**src/rtl/mem_access_stage_if.sv**
```systemverilog
// ---------------------------------------------------------------------------
// mem_access_stage_if
// Data-memory bus between the memory stage (master) and the data memory
// (slave). Simple req/ready handshake: the master holds dmem_req and all
// request fields stable until the slave answers with dmem_ready.
//
//   dmem_req    master->slave  request active
//   dmem_we     master->slave  1 = write, 0 = read
//   dmem_addr   master->slave  word-aligned address
//   dmem_be     master->slave  byte enables (all ones for reads)
//   dmem_wdata  master->slave  lane-replicated store data
//   dmem_rdata  slave->master  read data, valid with dmem_ready
//   dmem_ready  slave->master  access completes this cycle
// ---------------------------------------------------------------------------
interface mem_access_stage_if;
    logic        dmem_req;
    logic        dmem_we;
    logic [31:0] dmem_addr;
    logic [3:0]  dmem_be;
    logic [31:0] dmem_wdata;
    logic [31:0] dmem_rdata;
    logic        dmem_ready;

    modport master (
        output dmem_req,
        output dmem_we,
        output dmem_addr,
        output dmem_be,
        output dmem_wdata,
        input  dmem_rdata,
        input  dmem_ready
    );

    modport slave (
        input  dmem_req,
        input  dmem_we,
        input  dmem_addr,
        input  dmem_be,
        input  dmem_wdata,
        output dmem_rdata,
        output dmem_ready
    );
endinterface

```
**src/rtl/mem_access_stage.sv**
```systemverilog
// ---------------------------------------------------------------------------
// mem_access_stage
// Memory stage between EX/MEM and MEM/WB. Non-memory instructions pass
// through with one cycle of latency. Loads/stores are checked for alignment
// and legal funct3, then issued on the data bus (IDLE -> ACCESS -> DONE);
// the pipeline is stalled while the access is pending. Load data is
// formatted per funct3 and registered for writeback. A bus that stays silent
// for TIMEOUT_CYCLES ACCESS cycles aborts the access with bus_err_out.
//
// Ports
//   clk, reset          clock; asynchronous active-low reset
//   *_in                EX/MEM fields (held stable by upstream while stall_out)
//   dmem                data-memory bus (master side)
//   stall_out           combinational stall request to upstream
//   *_out               registered MEM/WB fields
//   misalign_out        1-cycle pulse: misaligned or illegal-funct3 access
//   bus_err_out         1-cycle pulse: bus timeout
// ---------------------------------------------------------------------------
module mem_access_stage #(
    parameter int TIMEOUT_CYCLES = 16,
    parameter int CNT_W          = 5
) (
    input  logic                      clk,
    input  logic                      reset,
    input  logic                      RegWrite_in,
    input  logic                      MemtoReg_in,
    input  logic                      MemWrite_in,
    input  logic                      MemRead_in,
    input  logic [31:0]               ALUResult_in,
    input  logic [31:0]               WriteData_in,
    input  logic [4:0]                Rd_in,
    input  logic [2:0]                funct3_in,
    mem_access_stage_if.master        dmem,
    output logic                      stall_out,
    output logic                      RegWrite_out,
    output logic                      MemtoReg_out,
    output logic [31:0]               ReadData_out,
    output logic [31:0]               ALUResult_out,
    output logic [4:0]                Rd_out,
    output logic                      misalign_out,
    output logic                      bus_err_out
);

    localparam logic [1:0] ST_IDLE   = 2'b00;
    localparam logic [1:0] ST_ACCESS = 2'b01;
    localparam logic [1:0] ST_DONE   = 2'b10;

    localparam logic [CNT_W-1:0] CNT_LAST = CNT_W'(TIMEOUT_CYCLES - 1);

    // Extract and extend the addressed byte/half of a read word.
    function automatic logic [31:0] load_format(input logic [2:0]  f3,
                                                input logic [1:0]  off,
                                                input logic [31:0] rd);
        logic [7:0]  byte_v;
        logic [15:0] half_v;
        logic [31:0] res_v;
        case (off)
            2'd0:    byte_v = rd[7:0];
            2'd1:    byte_v = rd[15:8];
            2'd2:    byte_v = rd[23:16];
            default: byte_v = rd[31:24];
        endcase
        half_v = off[1] ? rd[31:16] : rd[15:0];
        case (f3)
            3'b000:  res_v = {{24{byte_v[7]}}, byte_v};
            3'b100:  res_v = {24'h000000, byte_v};
            3'b001:  res_v = {{16{half_v[15]}}, half_v};
            3'b101:  res_v = {16'h0000, half_v};
            3'b010:  res_v = rd;
            default: res_v = 32'h0000_0000;
        endcase
        return res_v;
    endfunction

    logic [1:0]       state_r,    state_nxt_s;
    logic [CNT_W-1:0] cnt_r,      cnt_nxt_s;
    logic             req_r,      req_nxt_s;
    logic             we_r,       we_nxt_s;
    logic [31:0]      addr_r,     addr_nxt_s;
    logic [3:0]       be_r,       be_nxt_s;
    logic [31:0]      wdata_r,    wdata_nxt_s;
    logic [2:0]       f3_r,       f3_nxt_s;
    logic [1:0]       off_r,      off_nxt_s;
    logic [31:0]      rdata_r,    rdata_nxt_s;
    logic             timeout_r,  timeout_nxt_s;

    logic             reg_write_r,  reg_write_nxt_s;
    logic             mem_to_reg_r, mem_to_reg_nxt_s;
    logic [31:0]      read_data_r,  read_data_nxt_s;
    logic [31:0]      alu_result_r, alu_result_nxt_s;
    logic [4:0]       rd_r,         rd_nxt_s;
    logic             misalign_r,   misalign_nxt_s;
    logic             bus_err_r,    bus_err_nxt_s;

    logic             memop_s;
    logic             is_store_s;
    logic             fault_s;
    logic [3:0]       be_s;
    logic [31:0]      wdata_s;

    assign memop_s    = MemRead_in | MemWrite_in;
    // A simultaneous read+write request is treated as a store.
    assign is_store_s = MemWrite_in;

    // Fault detection: illegal funct3 for the direction, or misaligned address.
    always_comb begin
        fault_s = 1'b0;
        if (is_store_s) begin
            case (funct3_in)
                3'b000:  fault_s = 1'b0;
                3'b001:  fault_s = ALUResult_in[0];
                3'b010:  fault_s = |ALUResult_in[1:0];
                default: fault_s = 1'b1;
            endcase
        end else begin
            case (funct3_in)
                3'b000, 3'b100: fault_s = 1'b0;
                3'b001, 3'b101: fault_s = ALUResult_in[0];
                3'b010:         fault_s = |ALUResult_in[1:0];
                default:        fault_s = 1'b1;
            endcase
        end
    end

    // Byte enables and lane-replicated write data for the request being issued.
    always_comb begin
        be_s    = 4'b1111;
        wdata_s = WriteData_in;
        if (is_store_s) begin
            case (funct3_in[1:0])
                2'b00: begin
                    be_s    = 4'b0001 << ALUResult_in[1:0];
                    wdata_s = {4{WriteData_in[7:0]}};
                end
                2'b01: begin
                    be_s    = 4'b0011 << ALUResult_in[1:0];
                    wdata_s = {2{WriteData_in[15:0]}};
                end
                default: begin
                    be_s    = 4'b1111;
                    wdata_s = WriteData_in;
                end
            endcase
        end else begin
            be_s    = 4'b1111;
            wdata_s = WriteData_in;
        end
    end

    // FSM next state, bus request fields and next values of the MEM/WB outputs.
    always_comb begin
        state_nxt_s      = state_r;
        cnt_nxt_s        = cnt_r;
        req_nxt_s        = req_r;
        we_nxt_s         = we_r;
        addr_nxt_s       = addr_r;
        be_nxt_s         = be_r;
        wdata_nxt_s      = wdata_r;
        f3_nxt_s         = f3_r;
        off_nxt_s        = off_r;
        rdata_nxt_s      = rdata_r;
        timeout_nxt_s    = timeout_r;
        stall_out        = 1'b0;
        // Bubble unless a branch below says otherwise.
        reg_write_nxt_s  = 1'b0;
        mem_to_reg_nxt_s = 1'b0;
        read_data_nxt_s  = 32'h0000_0000;
        alu_result_nxt_s = 32'h0000_0000;
        rd_nxt_s         = 5'd0;
        misalign_nxt_s   = 1'b0;
        bus_err_nxt_s    = 1'b0;

        case (state_r)
            ST_IDLE: begin
                if (!memop_s) begin
                    reg_write_nxt_s  = RegWrite_in;
                    mem_to_reg_nxt_s = MemtoReg_in;
                    alu_result_nxt_s = ALUResult_in;
                    rd_nxt_s         = Rd_in;
                end else if (fault_s) begin
                    // Rejected without touching the bus; only the write is squashed.
                    misalign_nxt_s   = 1'b1;
                    mem_to_reg_nxt_s = MemtoReg_in;
                    alu_result_nxt_s = ALUResult_in;
                    rd_nxt_s         = Rd_in;
                end else begin
                    stall_out     = 1'b1;
                    req_nxt_s     = 1'b1;
                    we_nxt_s      = is_store_s;
                    addr_nxt_s    = {ALUResult_in[31:2], 2'b00};
                    be_nxt_s      = be_s;
                    wdata_nxt_s   = wdata_s;
                    f3_nxt_s      = funct3_in;
                    off_nxt_s     = ALUResult_in[1:0];
                    rdata_nxt_s   = 32'h0000_0000;
                    timeout_nxt_s = 1'b0;
                    cnt_nxt_s     = '0;
                    state_nxt_s   = ST_ACCESS;
                end
            end
            ST_ACCESS: begin
                stall_out = 1'b1;
                if (dmem.dmem_ready) begin
                    req_nxt_s   = 1'b0;
                    rdata_nxt_s = we_r ? 32'h0000_0000 : load_format(f3_r, off_r, dmem.dmem_rdata);
                    state_nxt_s = ST_DONE;
                end else if (cnt_r == CNT_LAST) begin
                    req_nxt_s     = 1'b0;
                    bus_err_nxt_s = 1'b1;
                    timeout_nxt_s = 1'b1;
                    state_nxt_s   = ST_DONE;
                end else begin
                    cnt_nxt_s = cnt_r + {{(CNT_W-1){1'b0}}, 1'b1};
                end
            end
            ST_DONE: begin
                // Upstream still holds this instruction's fields during DONE.
                reg_write_nxt_s  = RegWrite_in & ~timeout_r;
                mem_to_reg_nxt_s = MemtoReg_in;
                read_data_nxt_s  = rdata_r;
                alu_result_nxt_s = ALUResult_in;
                rd_nxt_s         = Rd_in;
                cnt_nxt_s        = '0;
                state_nxt_s      = ST_IDLE;
            end
            default: begin
                req_nxt_s   = 1'b0;
                cnt_nxt_s   = '0;
                state_nxt_s = ST_IDLE;
            end
        endcase
    end

    // State, bus request registers and MEM/WB output registers.
    always_ff @(posedge clk or negedge reset) begin
        if (!reset) begin
            state_r      <= ST_IDLE;
            cnt_r        <= '0;
            req_r        <= 1'b0;
            we_r         <= 1'b0;
            addr_r       <= 32'h0000_0000;
            be_r         <= 4'b0000;
            wdata_r      <= 32'h0000_0000;
            f3_r         <= 3'b000;
            off_r        <= 2'b00;
            rdata_r      <= 32'h0000_0000;
            timeout_r    <= 1'b0;
            reg_write_r  <= 1'b0;
            mem_to_reg_r <= 1'b0;
            read_data_r  <= 32'h0000_0000;
            alu_result_r <= 32'h0000_0000;
            rd_r         <= 5'd0;
            misalign_r   <= 1'b0;
            bus_err_r    <= 1'b0;
        end else begin
            state_r      <= state_nxt_s;
            cnt_r        <= cnt_nxt_s;
            req_r        <= req_nxt_s;
            we_r         <= we_nxt_s;
            addr_r       <= addr_nxt_s;
            be_r         <= be_nxt_s;
            wdata_r      <= wdata_nxt_s;
            f3_r         <= f3_nxt_s;
            off_r        <= off_nxt_s;
            rdata_r      <= rdata_nxt_s;
            timeout_r    <= timeout_nxt_s;
            reg_write_r  <= reg_write_nxt_s;
            mem_to_reg_r <= mem_to_reg_nxt_s;
            read_data_r  <= read_data_nxt_s;
            alu_result_r <= alu_result_nxt_s;
            rd_r         <= rd_nxt_s;
            misalign_r   <= misalign_nxt_s;
            bus_err_r    <= bus_err_nxt_s;
        end
    end

    assign dmem.dmem_req   = req_r;
    assign dmem.dmem_we    = we_r;
    assign dmem.dmem_addr  = addr_r;
    assign dmem.dmem_be    = be_r;
    assign dmem.dmem_wdata = wdata_r;

    assign RegWrite_out  = reg_write_r;
    assign MemtoReg_out  = mem_to_reg_r;
    assign ReadData_out  = read_data_r;
    assign ALUResult_out = alu_result_r;
    assign Rd_out        = rd_r;
    assign misalign_out  = misalign_r;
    assign bus_err_out   = bus_err_r;

endmodule
```
**src/flat_wrapper.sv**
```systemverilog
// flat-port wrapper written by rule: the top's interface ports become plain ports
module mem_access_stage_flat 
#(
    parameter int TIMEOUT_CYCLES = 16,
    parameter int CNT_W          = 5
)
  (clk, reset, RegWrite_in, MemtoReg_in, MemWrite_in, MemRead_in, ALUResult_in, WriteData_in, Rd_in, funct3_in, stall_out, RegWrite_out, MemtoReg_out, ReadData_out, ALUResult_out, Rd_out, misalign_out, bus_err_out, dmem_dmem_req, dmem_dmem_we, dmem_dmem_addr, dmem_dmem_be, dmem_dmem_wdata, dmem_dmem_rdata, dmem_dmem_ready);
  mem_access_stage_if dmem_i ();
  input  logic clk;
  input  logic reset;
  input  logic RegWrite_in;
  input  logic MemtoReg_in;
  input  logic MemWrite_in;
  input  logic MemRead_in;
  input  logic [31:0] ALUResult_in;
  input  logic [31:0] WriteData_in;
  input  logic [4:0] Rd_in;
  input  logic [2:0] funct3_in;
  output logic stall_out;
  output logic RegWrite_out;
  output logic MemtoReg_out;
  output logic [31:0] ReadData_out;
  output logic [31:0] ALUResult_out;
  output logic [4:0] Rd_out;
  output logic misalign_out;
  output logic bus_err_out;
  output wire logic [$bits(dmem_i.dmem_req)-1:0] dmem_dmem_req;
  output wire logic [$bits(dmem_i.dmem_we)-1:0] dmem_dmem_we;
  output wire logic [$bits(dmem_i.dmem_addr)-1:0] dmem_dmem_addr;
  output wire logic [$bits(dmem_i.dmem_be)-1:0] dmem_dmem_be;
  output wire logic [$bits(dmem_i.dmem_wdata)-1:0] dmem_dmem_wdata;
  input wire logic [$bits(dmem_i.dmem_rdata)-1:0] dmem_dmem_rdata;
  input wire logic [$bits(dmem_i.dmem_ready)-1:0] dmem_dmem_ready;
  assign dmem_dmem_req = dmem_i.dmem_req;
  assign dmem_dmem_we = dmem_i.dmem_we;
  assign dmem_dmem_addr = dmem_i.dmem_addr;
  assign dmem_dmem_be = dmem_i.dmem_be;
  assign dmem_dmem_wdata = dmem_i.dmem_wdata;
  assign dmem_i.dmem_rdata = dmem_dmem_rdata;
  assign dmem_i.dmem_ready = dmem_dmem_ready;
  mem_access_stage #(.TIMEOUT_CYCLES(TIMEOUT_CYCLES), .CNT_W(CNT_W)) u_core (.clk(clk), .reset(reset), .RegWrite_in(RegWrite_in), .MemtoReg_in(MemtoReg_in), .MemWrite_in(MemWrite_in), .MemRead_in(MemRead_in), .ALUResult_in(ALUResult_in), .WriteData_in(WriteData_in), .Rd_in(Rd_in), .funct3_in(funct3_in), .dmem(dmem_i), .stall_out(stall_out), .RegWrite_out(RegWrite_out), .MemtoReg_out(MemtoReg_out), .ReadData_out(ReadData_out), .ALUResult_out(ALUResult_out), .Rd_out(Rd_out), .misalign_out(misalign_out), .bus_err_out(bus_err_out));
endmodule
```
**config.mk**
```make
export PLATFORM = sky130hd
export DESIGN_NAME = mem_access_stage_flat
export DESIGN_NICKNAME = d
export VERILOG_FILES = /design/src/rtl/mem_access_stage_if.sv /design/src/rtl/mem_access_stage.sv /design/src/flat_wrapper.sv
export SDC_FILE = /design/constraint.sdc
export NUM_CORES = 1
export LEC_CHECK = 0
export ABC_AREA = 1
export BUFFER_PORTS_ARGS = -buffer_cell sky130_fd_sc_hd__buf_2
export CAP_MARGIN = 20
export CORE_ASPECT_RATIO = 1.4
export CORE_MARGIN = 2
export CORE_UTILIZATION = 52
export DETAILED_ROUTE_END_ITERATION = 8
export PLACE_DENSITY = 0.81
export SETUP_SLACK_MARGIN = 0.1
export SYNTH_ARGS = -nofsm -noshare
export SYNTH_HDL_FRONTEND = slang
export SYNTH_SLANG_ARGS = --single-unit
```
**constraint.sdc**
```tcl
create_clock -name clk -period 2.15 [get_ports clk]
set_input_delay 0.43 -clock clk [delete_from_list [all_inputs] [get_ports clk]]
set_output_delay 0.43 -clock clk [all_outputs]
set_load 0.01 [all_outputs]
```
# Word-level counts from Yosys, hierarchy flattened
# Index checks and enable logic that the tools add are counted.
# word_totals
ramBits,0
input_bits,111
output_inout_bits,144
ff_bits,186
memories,0
latchBits,0
elab_cells,118
mem_bits_ro,0
# op_classes
div,0
n_shift,2
n_eq_ne,21
n_addsub,1
magnitude_cmp,0
n_mux,56
reduce_logical,15
multipliers,0
n_bitwise,5
# ops
operator,count
32-bit 2-to-1 mux,8
32-bit case mux with 2 select lines,3
32-bit case mux with 5 select lines,1
5-bit 2-to-1 mux,6
8-bit case mux with 3 select lines,1
1-bit 2-to-1 mux,20
5-bit case mux with 2 select lines,2
16-bit 2-to-1 mux,1
"3-bit == test, second input constant",4
4-bit AND reduction,3
1-bit case mux with 3 select lines,3
2-bit 2-to-1 mux,4
"2-bit inequality test, second input constant",4
1-bit case mux with 2 select lines,4
4-bit case mux with 2 select lines,1
"2-bit by 1-bit == test with 1-bit output, second input constant",3
"3-bit by 1-bit == test with 1-bit output, second input constant",2
"3-bit by 2-bit == test with 1-bit output, second input constant",2
2-bit logical NOT,3
3-bit logical NOT,2
3-bit AND reduction,2
2-bit OR reduction,3
"5-bit by 1-bit adder with 5-bit output, second input constant",1
"5-bit by 4-bit == test with 1-bit output, second input constant",1
12 further kinds,16

# Longest topological paths before layout
# Gate-level depths: netlist of the first run.
# logic_depth
word_depth,7
ltp_mapped,11
ltp_nobuf,9

# Worst setup path before layout of the first run
# Ideal clock, no wire load.
# synth_path
path_kind,input port to output port
start,input port funct3_in[0]
end,output port stall_out
stages,8
required_time_ns,1.720
slack_ns,0.373
n_path_buf,3
t_arrival_ns,1.347
cell_sequence,buf_4 nand2_1 nor2_2 nor2_4 nand4_2 buf_4 buf_2 nand2_1
# synth_via
elab_chain_cells,7
# synth_rtl
item,line,text
from (decl),flat_wrapper.sv:18,input logic [2:0] funct3_in;
3-bit by 1-bit == test with 1-bit output (tied with other cells),"mem_access_stage.sv:109, mem_access_stage.sv:116",
2-bit OR reduction,mem_access_stage.sv:116,case (funct3_in)
1-bit case mux with 3 select lines,mem_access_stage.sv:116,
1-bit 2-to-1 mux (*),mem_access_stage.sv:108,if (is_store_s) begin
1-bit 2-to-1 mux (*),mem_access_stage.sv:180,end else if (fault_s) begin
1-bit 2-to-1 mux (*),mem_access_stage.sv:175,if (!memop_s) begin
1-bit case mux with 2 select lines (*),mem_access_stage.sv:173,case (state_r)
to (decl),flat_wrapper.sv:19,output logic stall_out;
# Mark *: on every way between the ends. The rest lies on a longest branch, timed or not.

# Final worst setup path of the first run
# layout_path
start,register u_core.state_r[0]
end,output port stall_out
# layout_via
elab_chain_cells,2
# layout_rtl
item,line,text
from (decl),mem_access_stage.sv:75,"logic [1:0] state_r, state_nxt_s;"
from (signal assigned),mem_access_stage.sv:256,state_r <= state_nxt_s;
2-bit by 1-bit == test with 1-bit output or 2-bit logical NOT (tied branches),mem_access_stage.sv:173,
1-bit case mux with 2 select lines (*),mem_access_stage.sv:173,
# Marks and branches as above.

==> impl_metrics.yaml, run 1 <==
outcome:
  outcome: "finished, final reports clean"
sta:
  hold_violations: 0
  finalClockSkew_ns: 0.00631
  min_period_over_period_pct: 90.5
  fin_tns_setup_ns: 0
  setup_viol: 0
  rsz0062_at_grt: "false"
  finalCriticalPeriod_ns: 1.95
  clock.fmax_ghz: 0.514
  slew_viol_final: 0
critical_path:
  cp-start-kind: "flip-flop"
  required_ns: 1.72
  worstPathArrival_ns: 1.52
  critPathLaunch: "u_core.state_r[0]"
  crit_path_max_fanout: 19
  rrSetupSlack_ns: 0.31
  reg2reg_to: "u_core.cnt_r[0]"
  reg2reg_depth: 8
  end_kind: "primary output"
  r2r-start: "u_core.cnt_r[0]"
  critPathKind: "flip-flop to primary output"
  critical_path.endpoint: "stall_out"
global_routing:
  grt_pass1_vias: 7248
  antenna_found_initial: 0
  gr-total-overflow: 0
  track_usage_pct: 25.4
  grt_pass1_wl_mm: 35.1
  grt_max_degree: 120
cells_and_area:
  multi_input_area_sq_um: 2860
  fill_cells: 1330
  final_cells: 1485
  drive_above_1_share_pct: 24.8
  diodes: 0
  areaGrowthSynthToFinish_pct: 24.5
  fin_nets: 1390
  regArea_sq_um: 4660
floorplan:
  die_x_um: 111
  dieArea_sq_um: 17100
  io_pins: 255
  rows: 54
  dieHeight_um: 154
  core_sq_um: 15700
  start_util_pct: 53.4
yosys:
  synthArstFlopShare_pct: 100
  synth_edf_count: 0
  synth_top_area_share_pct: 55.6
  yosysTopAreaCell: "dfrtp_1"
  synth_warnings: 0
  synth_common_cells: "nand2_1 (290), dfrtp_1 (186), inv_1 (144)"
  ys_seq_elements: 186
  postSynthCellCount: 1043
  ys.flop_type: "dfrtp_1"
  yosysSeqAreaShare_pct: 55.6
  yosysMostFrequentCell: "nand2_1"
  avgSynthCellArea_sq_um: 8.02
  syn_area_sq_um: 8370
  yosysUniqueCellTypes: 33
  ys_top_cells_by_area: "dfrtp_1 (56%), nand2_1 (13%), inv_1 (6.5%)"
placed_design:
  dp_hpwl_mm: 15.5
  finalWeightedCongestion: 0.920
  place_inst: 1453
  io_buffers: 252
clock_tree:
  clock_sinks: 186
  cts_root_buf: "clkbuf_16"
  post_cts_buffers: 0
  cts_tree: "done"
  clk_latency_ns: 0.43
  clk_pin_slew_worst_paths_ns: 0.07
  cts_buffers: 17
  clock_path_buffers: 2
  h-tree-depth: 4
drt:
  wl_per_cell_um: 14.8
  vias: 7552
  drtIter0Drc: 581
  routed_wl_mm: 21.9
  first_pass_iters: 5
  via_per_inst: 5.09
  antenna_left: 0
  post-route-drc-count: 0
pwr:
  p_switching_uw: 3770
  power_density_nw_per_um2: 1050
  cellLeakagePower_uw: 0.00605
  p_int_uw: 7190
  power.total_uw: 11000
  clockPowerShare_pct: 29.6
  peakVddDrop_mv: 0.615
  p_sw_share_pct: 34.4
  seqPwrFrac_pct: 41.9
  power_frac_comb_pct: 28.6
hold_path:
  hold_class: "primary input to flip-flop"
job:
  cap_violations: 0
-- registers in the layout, summed over array words and instances, names as in the netlist --
signal / count
u_core.ALUResult_out: 32
u_core.MemtoReg_out: 1
u_core.Rd_out: 5
u_core.ReadData_out: 32
u_core.RegWrite_out: 1
u_core.bus_err_out: 1
u_core.cnt_r: 5
u_core.dmem.dmem_addr: 30
u_core.dmem.dmem_be: 4
u_core.dmem.dmem_req: 1
u_core.dmem.dmem_wdata: 32
u_core.dmem.dmem_we: 1
u_core.f3_r: 3
u_core.misalign_out: 1
u_core.off_r: 2
u_core.rdata_r: 32
u_core.state_r: 2
u_core.timeout_r: 1
-- placed cells by master (no fill, tap or decap), types with 2 or more instances in the layout --
master	Yosys	routed
a211oi_1	2	2
nor3_1	3	3
o21ai_0	79	79
buf_12	0	6
a21oi_1	8	8
nor2_1	121	120
dfrtp_1	186	185
nand4_1	6	6
clkinvlp_4	0	3
o21ai_2	2	2
nand3_1	102	102
nor2_4	2	3
o21ai_1	17	17
buf_2	28	251
or2_2	2	2
ha_1	2	2
clkinv_4	0	4
bufinv_16	0	3
nor2_2	2	2
clkbuf_8	0	2
and2_1	2	2
nand2_1	290	290
inv_1	144	144
buf_4	10	11
clkbuf_16	0	17
inv_2	6	5
conb_1	1	2
-- cell type report --
class,count,share of cell area [%]
sequential,186,44.7
timing repair buffer,270,14.2
clock buffer,19,4.25
multi-input combinational,652,27.4
tap,196,2.35
clock inverter,12,1.61
inverter,150,5.43
-- metrics by stage --
step	hold WS [ns]	utilization [%]	worst slack (ns)	area (sq um)
floorplan	0.134	-	0.373	8370
global placement	0.438	62.4	0.339	9790
detailed placement	0.435	62.4	0.265	9790
CTS	0.186	66.4	0.114	10400
global route	0.186	66.5	0.129	10400
finish	0.203	66.5	0.204	10400
-- power groups by stage --
| stage | Clock [uW] | Sequential [uW] | Combinational, uW |
|---|---|---|---|
| CTS | 3290 | 4590 | 3150 |
| global placement | 0 | 4620 | 3030 |
| finish | 3240 | 4590 | 3140 |
| detailed placement | 0 | 4630 | 3120 |
| global route | 3420 | 4670 | 3510 |
| floorplan | 0 | 4840 | 1680 |
-- worst max-delay path, stage by stage, from the launching register on --
cell	delay, ns
dfrtp_1	0.44
inv_4	0.22
nor2_2	0.08
inv_2	0.12
nand2_1	0.08
buf_2	0.14
-- what timing repair did --
action | in CTS | in global routing
endpoints found under the hold margin | 53 | 0
setup endpoints to repair | 1 | 1
resized for setup | 2 | 3
hold buffers | 1 | 0
-- cell families (layout without fill, tap and decap cells) --
logic type,after synthesis,count (layout),synth area share (%)
flops,186,186,55.6
xor+xnor,1,1,0.105
other cells,1,2,0.0448
fa+ha+maj,2,2,0.299
buf+inv,206,451,10.5
simple gates,536,536,26.6
compound gates,111,111,6.89
-- how the worst min path moves through the flow --
stage | end | startpoint | slack, ns | depth (start not counted)
after global routing | u_core.Rd_out[1] | Rd_in[1] | 0.19 | 3
after detailed placement | u_core.ReadData_out[4] | reset | 0.44 | 1
after CTS | u_core.Rd_out[1] | Rd_in[1] | 0.19 | 3
after global placement | u_core.ReadData_out[2] | reset | 0.44 | 1
after floorplan | u_core.ALUResult_out[0] | reset | 0.13 | 0
final | u_core.Rd_out[1] | Rd_in[1] | 0.20 | 3
-- routing by layer --
layer	share of wire, %	vias to the layer above	global-route usage, %
met3	7.8	52	6.19
met1	37	3490	30.2
met5	0	-	0
met4	3.2	0	11.3
met2	52	350	43.8
li1	-	3660	-
No activity file was read; power rests on OpenSTA's default activity.
==> run 2, diff against run 1 <==
Clock period 2.15 ns to 1.9 ns, I/O delays scaled along.
==> run 2 against run 1 <==
Final area grew 1.7%. Via count up 1.3%. Non-clock buffer count is 19 higher. Combinational power grew 16%. Clock skew is 0.011 ns higher. Power up 13%. Die area did not move. Clock power rose by 9.0%. Core utilization grew 1.1 points. Register-to-register slack lost 0.17 ns. Critical path depth unchanged. Sequential power is 14% higher.
==> impl_metrics.yaml, run 2 (same netlist as run 1, synthesis figures left out) <==
outcome:
  outcome: "finished, final reports clean"
hold_path:
  holdPathStages: 3
  hold_class: "primary input to flip-flop"
critical_path:
  reg2reg_depth: 8
  crit_family: "flip-flops"
  end_kind: "primary output"
  worstPathArrival_ns: 1.40
  crit_path_max_fanout: 6
  critPathMaxStageDelay_ns: 0.42
  path_cells: "buf_6 -> nor2_4 -> inv_2 -> nand2_2 -> buf_2"
  cp-start-kind: "flip-flop"
  cp_slowest_cell: "dfrtp_1"
  path_depth: 5
  critPathKind: "flip-flop to primary output"
  required_ns: 1.52
  crit_buf_inv: 3
sta:
  rsz0062_at_grt: "true"
  hold_violations: 0
  finalClockSkew_ns: 0.0170
  clock.fmax_ghz: 0.561
  setup_viol: 0
  slew_viol_final: 0
  worst_slack_ns: 0.118
  fin_tns_setup_ns: 0
  min_period_over_period_pct: 93.8
  finalCriticalPeriod_ns: 1.78
global_routing:
  grt_max_degree: 45
  grt_pass1_vias: 7166
  gr-total-overflow: 0
  track_usage_pct: 25.7
  antenna_found_initial: 2
  grt_pass1_wl_mm: 35.4
placed_design:
  dp_hpwl_mm: 15.6
  pre_cts_slack_ns: 0.0838
  place_inst: 1467
  io_buffers: 252
  finalWeightedCongestion: 0.927
cells_and_area:
  multi_input_area_sq_um: 2870
  fill_cells: 1308
  fin_nets: 1409
  drive_above_1_share_pct: 26.3
  final_cells: 1507
  areaGrowthSynthToFinish_pct: 26.6
  mostFrequentLayoutCells: "nand2_1 (289), buf_2 (251), dfrtp_1 (184), inv_1 (144), nor2_1 (120)"
  regArea_sq_um: 4660
  final_common_cell: "nand2_1"
job:
  cap_violations: 0
pwr:
  peakVddDrop_mv: 0.740
  power.total_uw: 12400
  power_density_nw_per_um2: 1170
  cellLeakagePower_uw: 0.00617
floorplan:
  start_util_pct: 53.4
  dieArea_sq_um: 17100
  rows: 54
  dieHeight_um: 154
  die_x_um: 111
  core_sq_um: 15700
  io_pins: 255
clock_tree:
  cts_tree: "done"
  clock_sinks: 186
  clock_path_buffers: 2
  h-tree-depth: 4
  clk_latency_ns: 0.44
  cts_root_buf: "clkbuf_16"
  cts_buffers: 17
  clk_pin_slew_worst_paths_ns: 0.07
drt:
  drtIter0Drc: 500
  routed_wl_mm: 22.0
  via_per_inst: 5.08
  post-route-drc-count: 0
  vias: 7649
  antenna_left: 0
  wl_per_cell_um: 14.6
  first_pass_iters: 5
==> run 2: worst paths after layout <==
kind / from / endpoint / slack, ns
max reg2reg: u_core.cnt_r[0] / u_core.cnt_r[0] / 0.14
min: Rd_in[0] / u_core.Rd_out[0] / 0.14
max: u_core.state_r[1] / stall_out / 0.12
min reg2reg: u_core.cnt_r[4] / u_core.cnt_r[4] / 0.47
min in group asynchronous: reset / u_core.ReadData_out[4] / 0.43
max in group asynchronous: reset / u_core.state_r[0] / 0.89
==> run 2: routing by layer <==
layer | up-vias | global-route usage [%] | part of all wire [%]
li1 | 3703 | - | -
met1 | 3549 | 31.7 | 39
met2 | 336 | 42.8 | 50
met3 | 61 | 6.42 | 7.3
met4 | 0 | 11.9 | 3.6
met5 | - | 0 | 0
==> run 2: worst register-to-register path, delay by kind of cell, from the launching register on <==
kind	cells	cell delay, ns
and+or+nand+nor	5	0.74
adders and majority gates	2	0.46
DFF	1	0.41
buffers and inverters	1	0.10
==> run 2: where the power goes <==
group	internal, uW	switching, uW
Sequential	4730	479
Clock	1920	1610
Combinational	1370	2270
Total	8010	4360
==> run 2: cell type report <==
| type | count | area share, % |
|---|---|---|
| Sequential cell | 186 | 44.0 |
| Multi-Input combinational cell | 652 | 27.1 |
| Timing Repair Buffer | 289 | 15.6 |
| Inverter | 150 | 5.39 |
| Clock buffer | 19 | 4.28 |
| Tap cell | 196 | 2.32 |
| Clock inverter | 13 | 1.26 |
| Antenna cell | 2 | 0.0473 |
==> run 2: metrics by stage <==
step           hold WS (ns)  util [%]  cell area, sq um
2_1_floorplan        0.0844         -              8370
3_3_place_gp          0.341      63.3              9920
3_5_place_dp          0.338      63.3              9920
4_1_cts               0.129      67.2             10500
5_1_grt               0.140      67.6             10600
6_report              0.137      67.6             10600
==> run 2: what timing repair did <==
action                                  CTS  global route
endpoints found under the hold margin    37             0
pin swaps                                 0             2
hold buffers                              1             0
setup buffers                             0             5
endpoints found under the setup margin   17            31
gates cloned                              0             0
gates resized for setup                   7             5
